==> src/rtl/pixel_stream_processor_pkg.sv <==
// rtl/pixel_stream_processor_pkg.sv - shared encodings and luma constants for the pixel stream processor
package pixproc_pkg;

  typedef enum logic [2:0] {
    MODE_BYPASS = 3'd0,
    MODE_BRIGHT = 3'd1,
    MODE_INVERT = 3'd2,
    MODE_THRESH = 3'd3,
    MODE_SAT    = 3'd4
  } mode_e;

  typedef enum logic [2:0] {
    ST_IDLE   = 3'd0,
    ST_VSYNC  = 3'd1,
    ST_HBLANK = 3'd2,
    ST_ACTIVE = 3'd3,
    ST_FLUSH  = 3'd4
  } state_e;

  // Weights sum to 256, so luma never exceeds the component range.
  localparam int LUMA_R     = 77;
  localparam int LUMA_G     = 150;
  localparam int LUMA_B     = 29;
  localparam int LUMA_SHIFT = 8;

endpackage

==> src/rtl/pixel_stream_processor_if.sv <==
// rtl/pixel_stream_processor_if.sv - pixel input stream and display-timing output bundle
interface pixel_stream_processor_if #(
  parameter int DATA_W = 48
);
  logic              in_valid;
  logic              in_ready;
  logic [DATA_W-1:0] in_data;
  logic [DATA_W-1:0] out_data;
  logic              hsync;
  logic              vsync;
  logic              done;

  modport master (
    output in_valid, in_data,
    input  in_ready, out_data, hsync, vsync, done
  );

  modport slave (
    input  in_valid, in_data,
    output in_ready, out_data, hsync, vsync, done
  );
endinterface

==> src/rtl/pixel_stream_processor_op_lane.sv <==
// rtl/pixel_stream_processor_op_lane.sv - two-stage point operator for one RGB pixel lane
module pixel_op_lane
  import pixproc_pkg::*;
#(
  parameter int PIXEL_WIDTH = 8
) (
  input  logic                         clock,
  input  logic                         reset_n,
  input  logic                         load,
  input  logic                         valid,
  input  logic [2:0]                   mode,
  input  logic signed [PIXEL_WIDTH:0]  bright_val,
  input  logic [PIXEL_WIDTH-1:0]       thresh_val,
  input  logic [2:0]                   sat_gain,
  input  logic [3*PIXEL_WIDTH-1:0]     pix_in,
  output logic [3*PIXEL_WIDTH-1:0]     pix_out
);

  localparam int PW     = PIXEL_WIDTH;
  localparam int SUM_W  = PW + 2;
  localparam int BR_W   = PW + 2;
  localparam int SAT_W  = PW + 5;
  localparam int LUMA_W = PW + 9;
  localparam logic [PW-1:0]           MAX   = {PW{1'b1}};
  localparam logic signed [SAT_W-1:0] MAX_S = SAT_W'((2 ** PW) - 1);

  logic [PW-1:0]           comp_in [3];
  logic [SUM_W-1:0]        sum_c;
  logic [PW-1:0]           y_c;
  logic signed [BR_W-1:0]  br_c [3];

  logic [PW-1:0]           c_q [3];
  logic [SUM_W-1:0]        sum_q;
  logic [PW-1:0]           y_q;
  logic signed [BR_W-1:0]  br_q [3];

  logic [PW-1:0]           avg;
  logic [PW-1:0]           inv_c;
  logic [PW-1:0]           thr_c;
  logic signed [SAT_W-1:0] sat_v [3];
  logic [PW-1:0]           res [3];

  function automatic logic [PW-1:0] clamp_pix(input logic signed [SAT_W-1:0] v);
    if (v < 0) return '0;
    if (v > MAX_S) return MAX;
    return v[PW-1:0];
  endfunction

  // Index 0 is R (most significant field), 2 is B.
  assign comp_in[0] = pix_in[3*PW-1 -: PW];
  assign comp_in[1] = pix_in[2*PW-1 -: PW];
  assign comp_in[2] = pix_in[PW-1 -: PW];

  always_comb begin
    sum_c = SUM_W'(comp_in[0]) + SUM_W'(comp_in[1]) + SUM_W'(comp_in[2]);
    y_c   = PW'((LUMA_W'(LUMA_R) * LUMA_W'(comp_in[0])
               + LUMA_W'(LUMA_G) * LUMA_W'(comp_in[1])
               + LUMA_W'(LUMA_B) * LUMA_W'(comp_in[2])) >> LUMA_SHIFT);
    for (int i = 0; i < 3; i++) begin
      br_c[i] = $signed({2'b00, comp_in[i]}) + $signed({bright_val[PW], bright_val});
    end
  end

  always_ff @(posedge clock) begin
    if (!reset_n) begin
      sum_q <= '0;
      y_q   <= '0;
      for (int i = 0; i < 3; i++) begin
        c_q[i]  <= '0;
        br_q[i] <= '0;
      end
    end else if (load) begin
      sum_q <= sum_c;
      y_q   <= y_c;
      for (int i = 0; i < 3; i++) begin
        c_q[i]  <= comp_in[i];
        br_q[i] <= br_c[i];
      end
    end
  end

  always_comb begin
    avg   = PW'(sum_q / SUM_W'(3));
    inv_c = MAX - avg;
    thr_c = (avg > thresh_val) ? MAX : '0;
    for (int i = 0; i < 3; i++) begin
      sat_v[i] = $signed({{(SAT_W-PW){1'b0}}, y_q})
               + ($signed({{(SAT_W-PW){1'b0}}, c_q[i]}) - $signed({{(SAT_W-PW){1'b0}}, y_q}))
               * $signed({{(SAT_W-3){1'b0}}, sat_gain});
      res[i] = c_q[i];
      case (mode)
        MODE_BRIGHT: res[i] = clamp_pix({{(SAT_W-BR_W){br_q[i][BR_W-1]}}, br_q[i]});
        MODE_INVERT: res[i] = inv_c;
        MODE_THRESH: res[i] = thr_c;
        MODE_SAT:    res[i] = clamp_pix(sat_v[i]);
        default:     res[i] = c_q[i];
      endcase
    end
  end

  // Output is forced to zero on empty slots so the data bus is quiet outside hsync.
  always_ff @(posedge clock) begin
    if (!reset_n) begin
      pix_out <= '0;
    end else begin
      pix_out <= valid ? {res[0], res[1], res[2]} : '0;
    end
  end

endmodule

==> src/rtl/pixel_stream_processor.sv <==
// rtl/pixel_stream_processor.sv - frame sequencer, handshake and lane array for the pixel stream processor
module pixel_stream_processor
  import pixproc_pkg::*;
#(
  parameter int IMAGE_WIDTH  = 384,
  parameter int IMAGE_HEIGHT = 256,
  parameter int LANES        = 2,
  parameter int PIXEL_WIDTH  = 8,
  parameter int VSYNC_LEN    = 100,
  parameter int HBLANK_LEN   = 160
) (
  input  logic                        clock,
  input  logic                        reset_n,
  input  logic                        start,
  input  logic [2:0]                  mode,
  input  logic signed [PIXEL_WIDTH:0] bright_val,
  input  logic [PIXEL_WIDTH-1:0]      thresh_val,
  input  logic [2:0]                  sat_gain,
  pixel_stream_processor_if.slave     px,
  output logic                        underflow
);

  localparam int PIX_W   = 3 * PIXEL_WIDTH;
  localparam int COL_W   = $clog2(IMAGE_WIDTH) + 1;
  localparam int ROW_W   = $clog2(IMAGE_HEIGHT) + 1;
  localparam int TMR_LIM = (VSYNC_LEN > HBLANK_LEN) ? VSYNC_LEN : HBLANK_LEN;
  localparam int TMR_W   = $clog2(TMR_LIM) + 1;
  localparam logic [COL_W-1:0] LAST_COL = COL_W'(IMAGE_WIDTH - LANES);
  localparam logic [ROW_W-1:0] LAST_ROW = ROW_W'(IMAGE_HEIGHT - 1);

  state_e                      state;
  logic [COL_W-1:0]            col;
  logic [ROW_W-1:0]            row;
  logic [TMR_W-1:0]            tmr;
  logic [2:0]                  cfg_mode;
  logic signed [PIXEL_WIDTH:0] cfg_bright;
  logic [PIXEL_WIDTH-1:0]      cfg_thresh;
  logic [2:0]                  cfg_gain;
  logic                        in_ready_q;
  logic                        vsync_q;
  logic                        done_q;
  logic                        underflow_q;
  logic                        s1_valid;
  logic                        s2_valid;
  logic                        accept;
  logic [LANES*PIX_W-1:0]      lane_out;

  assign accept = in_ready_q & px.in_valid;

  always_ff @(posedge clock) begin
    if (!reset_n) begin
      state       <= ST_IDLE;
      col         <= '0;
      row         <= '0;
      tmr         <= '0;
      cfg_mode    <= '0;
      cfg_bright  <= '0;
      cfg_thresh  <= '0;
      cfg_gain    <= '0;
      in_ready_q  <= 1'b0;
      vsync_q     <= 1'b0;
      done_q      <= 1'b0;
      underflow_q <= 1'b0;
      s1_valid    <= 1'b0;
      s2_valid    <= 1'b0;
    end else begin
      done_q   <= 1'b0;
      s1_valid <= accept;
      s2_valid <= s1_valid;
      case (state)
        ST_IDLE: begin
          if (start) begin
            state       <= ST_VSYNC;
            vsync_q     <= 1'b1;
            tmr         <= '0;
            col         <= '0;
            row         <= '0;
            underflow_q <= 1'b0;
            cfg_mode    <= mode;
            cfg_bright  <= bright_val;
            cfg_thresh  <= thresh_val;
            cfg_gain    <= sat_gain;
          end
        end
        ST_VSYNC: begin
          if (tmr == TMR_W'(VSYNC_LEN - 1)) begin
            vsync_q <= 1'b0;
            tmr     <= '0;
            state   <= ST_HBLANK;
          end else begin
            tmr <= tmr + 1'b1;
          end
        end
        ST_HBLANK: begin
          if (tmr == TMR_W'(HBLANK_LEN - 1)) begin
            tmr        <= '0;
            in_ready_q <= 1'b1;
            state      <= ST_ACTIVE;
          end else begin
            tmr <= tmr + 1'b1;
          end
        end
        ST_ACTIVE: begin
          if (px.in_valid) begin
            if (col == LAST_COL) begin
              col        <= '0;
              in_ready_q <= 1'b0;
              if (row == LAST_ROW) begin
                row   <= '0;
                state <= ST_FLUSH;
              end else begin
                row   <= row + 1'b1;
                state <= ST_HBLANK;
              end
            end else begin
              col <= col + COL_W'(LANES);
            end
          end else begin
            underflow_q <= 1'b1;
          end
        end
        ST_FLUSH: begin
          // Stage 1 empty means the last beat leaves stage 2 on this edge.
          if (!s1_valid) begin
            done_q <= 1'b1;
            state  <= ST_IDLE;
          end
        end
        default: state <= ST_IDLE;
      endcase
    end
  end

  for (genvar k = 0; k < LANES; k++) begin : g_lane
    pixel_op_lane #(
      .PIXEL_WIDTH (PIXEL_WIDTH)
    ) u_lane (
      .clock      (clock),
      .reset_n    (reset_n),
      .load       (accept),
      .valid      (s1_valid),
      .mode       (cfg_mode),
      .bright_val (cfg_bright),
      .thresh_val (cfg_thresh),
      .sat_gain   (cfg_gain),
      .pix_in     (px.in_data[PIX_W*k +: PIX_W]),
      .pix_out    (lane_out[PIX_W*k +: PIX_W])
    );
  end

  assign px.in_ready = in_ready_q;
  assign px.out_data = lane_out;
  assign px.hsync    = s2_valid;
  assign px.vsync    = vsync_q;
  assign px.done     = done_q;
  assign underflow   = underflow_q;

endmodule

==> src/flat_wrapper.sv <==
// flat-port wrapper written by rule: the top's interface ports become plain ports
module pixel_stream_processor_flat import pixproc_pkg::*;
#(
  parameter int IMAGE_WIDTH  = 384,
  parameter int IMAGE_HEIGHT = 256,
  parameter int LANES        = 2,
  parameter int PIXEL_WIDTH  = 8,
  parameter int VSYNC_LEN    = 100,
  parameter int HBLANK_LEN   = 160
)
  (clock, reset_n, start, mode, bright_val, thresh_val, sat_gain, underflow, px_in_valid, px_in_data, px_in_ready, px_out_data, px_hsync, px_vsync, px_done);
  pixel_stream_processor_if #(.DATA_W((LANES * 3 * (8)))) px_i ();
  input  logic clock;
  input  logic reset_n;
  input  logic start;
  input  logic [2:0] mode;
  input  logic signed [PIXEL_WIDTH:0] bright_val;
  input  logic [PIXEL_WIDTH-1:0] thresh_val;
  input  logic [2:0] sat_gain;
  output logic underflow;
  input wire logic [$bits(px_i.in_valid)-1:0] px_in_valid;
  input wire logic [$bits(px_i.in_data)-1:0] px_in_data;
  output wire logic [$bits(px_i.in_ready)-1:0] px_in_ready;
  output wire logic [$bits(px_i.out_data)-1:0] px_out_data;
  output wire logic [$bits(px_i.hsync)-1:0] px_hsync;
  output wire logic [$bits(px_i.vsync)-1:0] px_vsync;
  output wire logic [$bits(px_i.done)-1:0] px_done;
  assign px_i.in_valid = px_in_valid;
  assign px_i.in_data = px_in_data;
  assign px_in_ready = px_i.in_ready;
  assign px_out_data = px_i.out_data;
  assign px_hsync = px_i.hsync;
  assign px_vsync = px_i.vsync;
  assign px_done = px_i.done;
  pixel_stream_processor #(.IMAGE_WIDTH(IMAGE_WIDTH), .IMAGE_HEIGHT(IMAGE_HEIGHT), .LANES(LANES), .PIXEL_WIDTH(PIXEL_WIDTH), .VSYNC_LEN(VSYNC_LEN), .HBLANK_LEN(HBLANK_LEN)) u_core (.clock(clock), .reset_n(reset_n), .start(start), .mode(mode), .bright_val(bright_val), .thresh_val(thresh_val), .sat_gain(sat_gain), .px(px_i), .underflow(underflow));
endmodule
==> config.mk <==
export PLATFORM = sky130hd
export DESIGN_NAME = pixel_stream_processor_flat
export DESIGN_NICKNAME = d
export VERILOG_FILES = /design/src/rtl/pixel_stream_processor_pkg.sv /design/src/rtl/pixel_stream_processor_if.sv /design/src/rtl/pixel_stream_processor_op_lane.sv /design/src/rtl/pixel_stream_processor.sv /design/src/flat_wrapper.sv
export SDC_FILE = /design/constraint.sdc
export NUM_CORES = 2
export LEC_CHECK = 0
export BUFFER_PORTS_ARGS = -buffer_cell sky130_fd_sc_hd__buf_2
export CELL_PAD_IN_SITES_DETAIL_PLACEMENT = 1
export CELL_PAD_IN_SITES_GLOBAL_PLACEMENT = 1
export CORE_MARGIN = 5
export CORE_UTILIZATION = 30
export CTS_CLUSTER_DIAMETER = 100
export DETAILED_ROUTE_END_ITERATION = 8
export PLACE_DENSITY_LB_ADDON = 0.1
export SYNTH_ARGS = -nofsm -noshare
export SYNTH_HDL_FRONTEND = slang
export SYNTH_SLANG_ARGS = --single-unit
==> constraint.sdc <==
create_clock -name clock -period 14.5 [get_ports clock]
set_input_delay 2.9 -clock clock [delete_from_list [all_inputs] [get_ports clock]]
set_output_delay 2.9 -clock clock [all_outputs]
set_load 0.01 [all_outputs]
==> reports/results.txt <==
Vias in the first global route: 24760
Cell Pwr Density: 141.7 nW/um^2
TritonRoute pass-1 iters: 5
DRT Wirelength: 102300 um
Via-to-Cell Ratio: 4.829
Post-route DRC: 0
Final min period: 8.426 ns
CP top delay family: adder cells
Status: finished clean
DP Worst Slack: 5.443 ns
Achievable clock frequency: 118.7 MHz
Core Area: 100300 sq um
Syn nets: 4312
Placer congestion estimate: 0.7981
Overall die width: 328.1 um
Initial antenna violation count: 8
Initial DRC count: 1125
Sw Pwr: 2.233 mW
Max-cap viol count: 0
CTS Hold Bufs: 0
Reg clk slew, reported paths: 0.06 ns
Gr ovfl total: 0
Worst-Margin Slew: 1.097 ns
CP Cell Sequence: buf_2 -> ha_1 -> ha_1 -> inv_1 -> fa_1 -> fa_1 -> inv_1 -> ha_1 -> xnor2_1 -> fa_1 -> inv_1 -> fa_1 -> fa_1 -> inv_1 -> fa_1 -> ha_1 -> and3_1 -> a31oi_1 -> a21oi_1 -> and2_1 -> a21oi_1 -> xnor2_1 -> o22ai_1
CP Capture Type: register
Worst hold path type: reg2reg
Startpoint types: primary input
Ports: 128
Share of the yosys chip area belonging to registers: 20.11%
Req. time, crit path: 14.95 ns
Clock sink count: 251
RSZ-0062 raised after global routing: no
Mapped cell area: 30360 sq um
WP data arrival: 8.88 ns
Internal power: 2.535 mW
Slowest stage delay, CP: 0.52 ns
Setup ws final: 6.074 ns
GRT Total Usage: 18.96%
Synth area leaders: ha_1 20%, fa_1 14%, edfxtp_1 11%
Dpl hpwl: 81980 um
Setup CP Type: in2reg
Fin. Hold Viols: 0
Yosys warnings: 0
Wire per inst: 20.47 um
Setup-failing EPs final: 0
Distinct cells, synth: 87
Final Cycle Share: 58.11%
Die Footprint: 107700 sq um
Clock Latency Late Sink: 0.61 ns
Clock Power Share: 19.4%
Top cell type by total area after synthesis: ha_1
Final cell area excluding filler cells: 33660 sq um
Die Y: 328.1 um
Synth Area per Inst: 8.615 sq um
Placed Area: 32430 sq um
Worst vdd ir: 0.1655 mV
CTS Buf Count: 35
Area delta synth->final: 10.87%
Post-synth EDFFs: 108
Leak: 16.12 nW
Fin Setup TNS: 0 ns
CP dominant cell by count: fa_1
Number of nets still failing antenna checks after routing: 0
Reg power frac: 17.8%
Final Max Slew Viols: 0
Asr flop ratio synth: 0%
Buffers & Inverters on Critical Path: 5
Final nets: 4399
Top_reg_cell synth: dfxtp_1
Number of port buffers: 127
Post-CTS Setup Bufs: 0
Post_cts resized: 0
H-tree depth: 2
Slowest cell on crit path: fa_1
Slew headroom: 26.44%
Gate power share: 62.8%
Seq cells post-synth: 251
Critical path peak fanout: 7
Clock root buffer: clkbuf_16
Initial Util: 30.27%
Via count: 24130
Clk buf depth: 3
Share of the synthesized area in the top cell type: 20.48%
CTS tree: done
Row cnt: 116
First-pass GRT wire length: 155800 um
Layout cells sized above 1: 6.570%
Synth Instances: 3524
Switching Share: 46.84%
Largest net degree at the start of global routing: 68
Setup Skew: 0.03096 ns
-- Yosys cell counts, drive strengths merged (47+ instances only) --
| cell type | number |
|---|---|
| nor2b | 83 |
| and2 | 146 |
| a31oi | 66 |
| nor3 | 58 |
| o21bai | 47 |
| xor2 | 53 |
| nor2 | 200 |
| edfxtp | 108 |
| fa | 216 |
| nand2b | 48 |
| o21ai | 261 |
| ha | 497 |
| a21oi | 176 |
| clkbuf | 66 |
| nand2 | 205 |
| inv | 617 |
| xnor2 | 128 |
| dfxtp | 143 |
-- layer usage --
| metal | part of all wire [%] | vias to the layer above | track usage (%) |
|---|---|---|---|
| li1 | - | 12000 | - |
| met1 | 53 | 11770 | 29.02 |
| met2 | 42 | 275 | 28.47 |
| met3 | 3.5 | 79 | 2.619 |
| met4 | 1.6 | 2 | 3.597 |
| met5 | 0.013 | - | 0 |
-- registers in the layout (all words and copies together) (netlist names), 3 cells and up --
| signal | cells |
|---|---|
| u_core.state | 3 |
| u_core.g_lane.u_lane.pix_out | 48 |
| u_core.tmr | 9 |
| u_core.cfg_gain | 3 |
| u_core.g_lane.u_lane.c_q | 48 |
| u_core.cfg_mode | 3 |
| u_core.col | 9 |
| u_core.cfg_thresh | 8 |
| u_core.g_lane.u_lane.y_q | 16 |
| u_core.g_lane.u_lane.sum_q | 20 |
| u_core.row | 9 |
| u_core.g_lane.u_lane.br_q | 60 |
| u_core.cfg_bright | 9 |
-- cell type report --
cell class / count / area (sq um)
sequential: 251 / 6110
antenna: 1 / 2.502
clock inverter: 13 / 188.9
timing repair buffer: 141 / 740.7
tap: 1357 / 1698
clock buffer: 51 / 1037
multi-input combinational: 2563 / 21550
inverter: 619 / 2326
fill: 11810 / 66630
-- final timing paths --
path | start | to | slack (ns) | cells past startpoint
min reg2reg | u_core.cfg_thresh[2] | u_core.cfg_thresh[2] | 0.46 | 2
max | px_in_data[36] | u_core.g_lane[1].u_lane.y_q[7] | 6.07 | 23
min | u_core.cfg_thresh[2] | u_core.cfg_thresh[2] | 0.46 | 2
max reg2reg | u_core.g_lane[0].u_lane.y_q[1] | u_core.g_lane[0].u_lane.pix_out[17] | 7.82 | 21
-- kinds of logic after synthesis --
logic type / after synthesis / share of synthesized area, %
and+or+nand+nor: 866 / 14.51
AOI/OAI and AO/OA: 785 / 15.85
adders and majority gates: 713 / 34.73
buffers and inverters: 710 / 8.985
DFF: 251 / 20.11
xor gates and xnor gates: 181 / 5.222
muxes: 18 / 0.5976
-- through the flow --
step	utilization, %	std cells	hold slack [ns]	power [mW]
floorplan	-	3524	0.4435	3.001
CTS	33.56	4995	0.4703	4.849
global placement	32.33	4931	0.4538	3.829
finish	33.56	4996	0.4641	4.768
detailed placement	32.33	4931	0.4631	3.882
global route	33.56	4995	0.4852	5.307
-- layout by cell type, fill, tap and decap left out, types with 10 or more instances in the layout --
| master | count |
|---|---|
| xnor2_1 | 127 |
| o22ai_1 | 30 |
| o21a_1 | 18 |
| inv_1 | 615 |
| nor3b_1 | 11 |
| nand4_1 | 14 |
| a211oi_1 | 10 |
| buf_4 | 14 |
| o31ai_1 | 12 |
| edfxtp_1 | 108 |
| a21o_1 | 39 |
| or2_2 | 15 |
| and3_1 | 16 |
| nor3_1 | 57 |
| a21boi_0 | 39 |
| ha_1 | 497 |
| nand2_1 | 205 |
| xor2_1 | 53 |
| buf_2 | 127 |
| o211ai_1 | 12 |
| fa_1 | 216 |
| a31oi_1 | 66 |
| nor2_1 | 200 |
| and2_1 | 145 |
| nand3_1 | 25 |
| dfxtp_1 | 140 |
| mux2i_1 | 17 |
| a21oi_1 | 176 |
| nor2b_1 | 83 |
| clkbuf_16 | 36 |
| o21ai_0 | 259 |
| o21bai_1 | 47 |
| nand2b_1 | 48 |
-- tightest hold or removal path, cell delays in order, from the launching register on --
cell	delay [ns]
dfxtp_1	0.30
nand2_1	0.05
a21boi_0	0.06
-- power by group through the flow --
stage | Combinational [mW] | Clock, mW | Sequential (mW)
2_1_floorplan | 2.19 | 0 | 0.810
3_3_place_gp | 2.97 | 0 | 0.862
3_5_place_dp | 3.02 | 0 | 0.862
4_1_cts | 3.04 | 0.958 | 0.847
5_1_grt | 3.47 | 0.987 | 0.851
6_report | 2.99 | 0.927 | 0.847
Note: power is estimated with default switching activity, not from simulation.
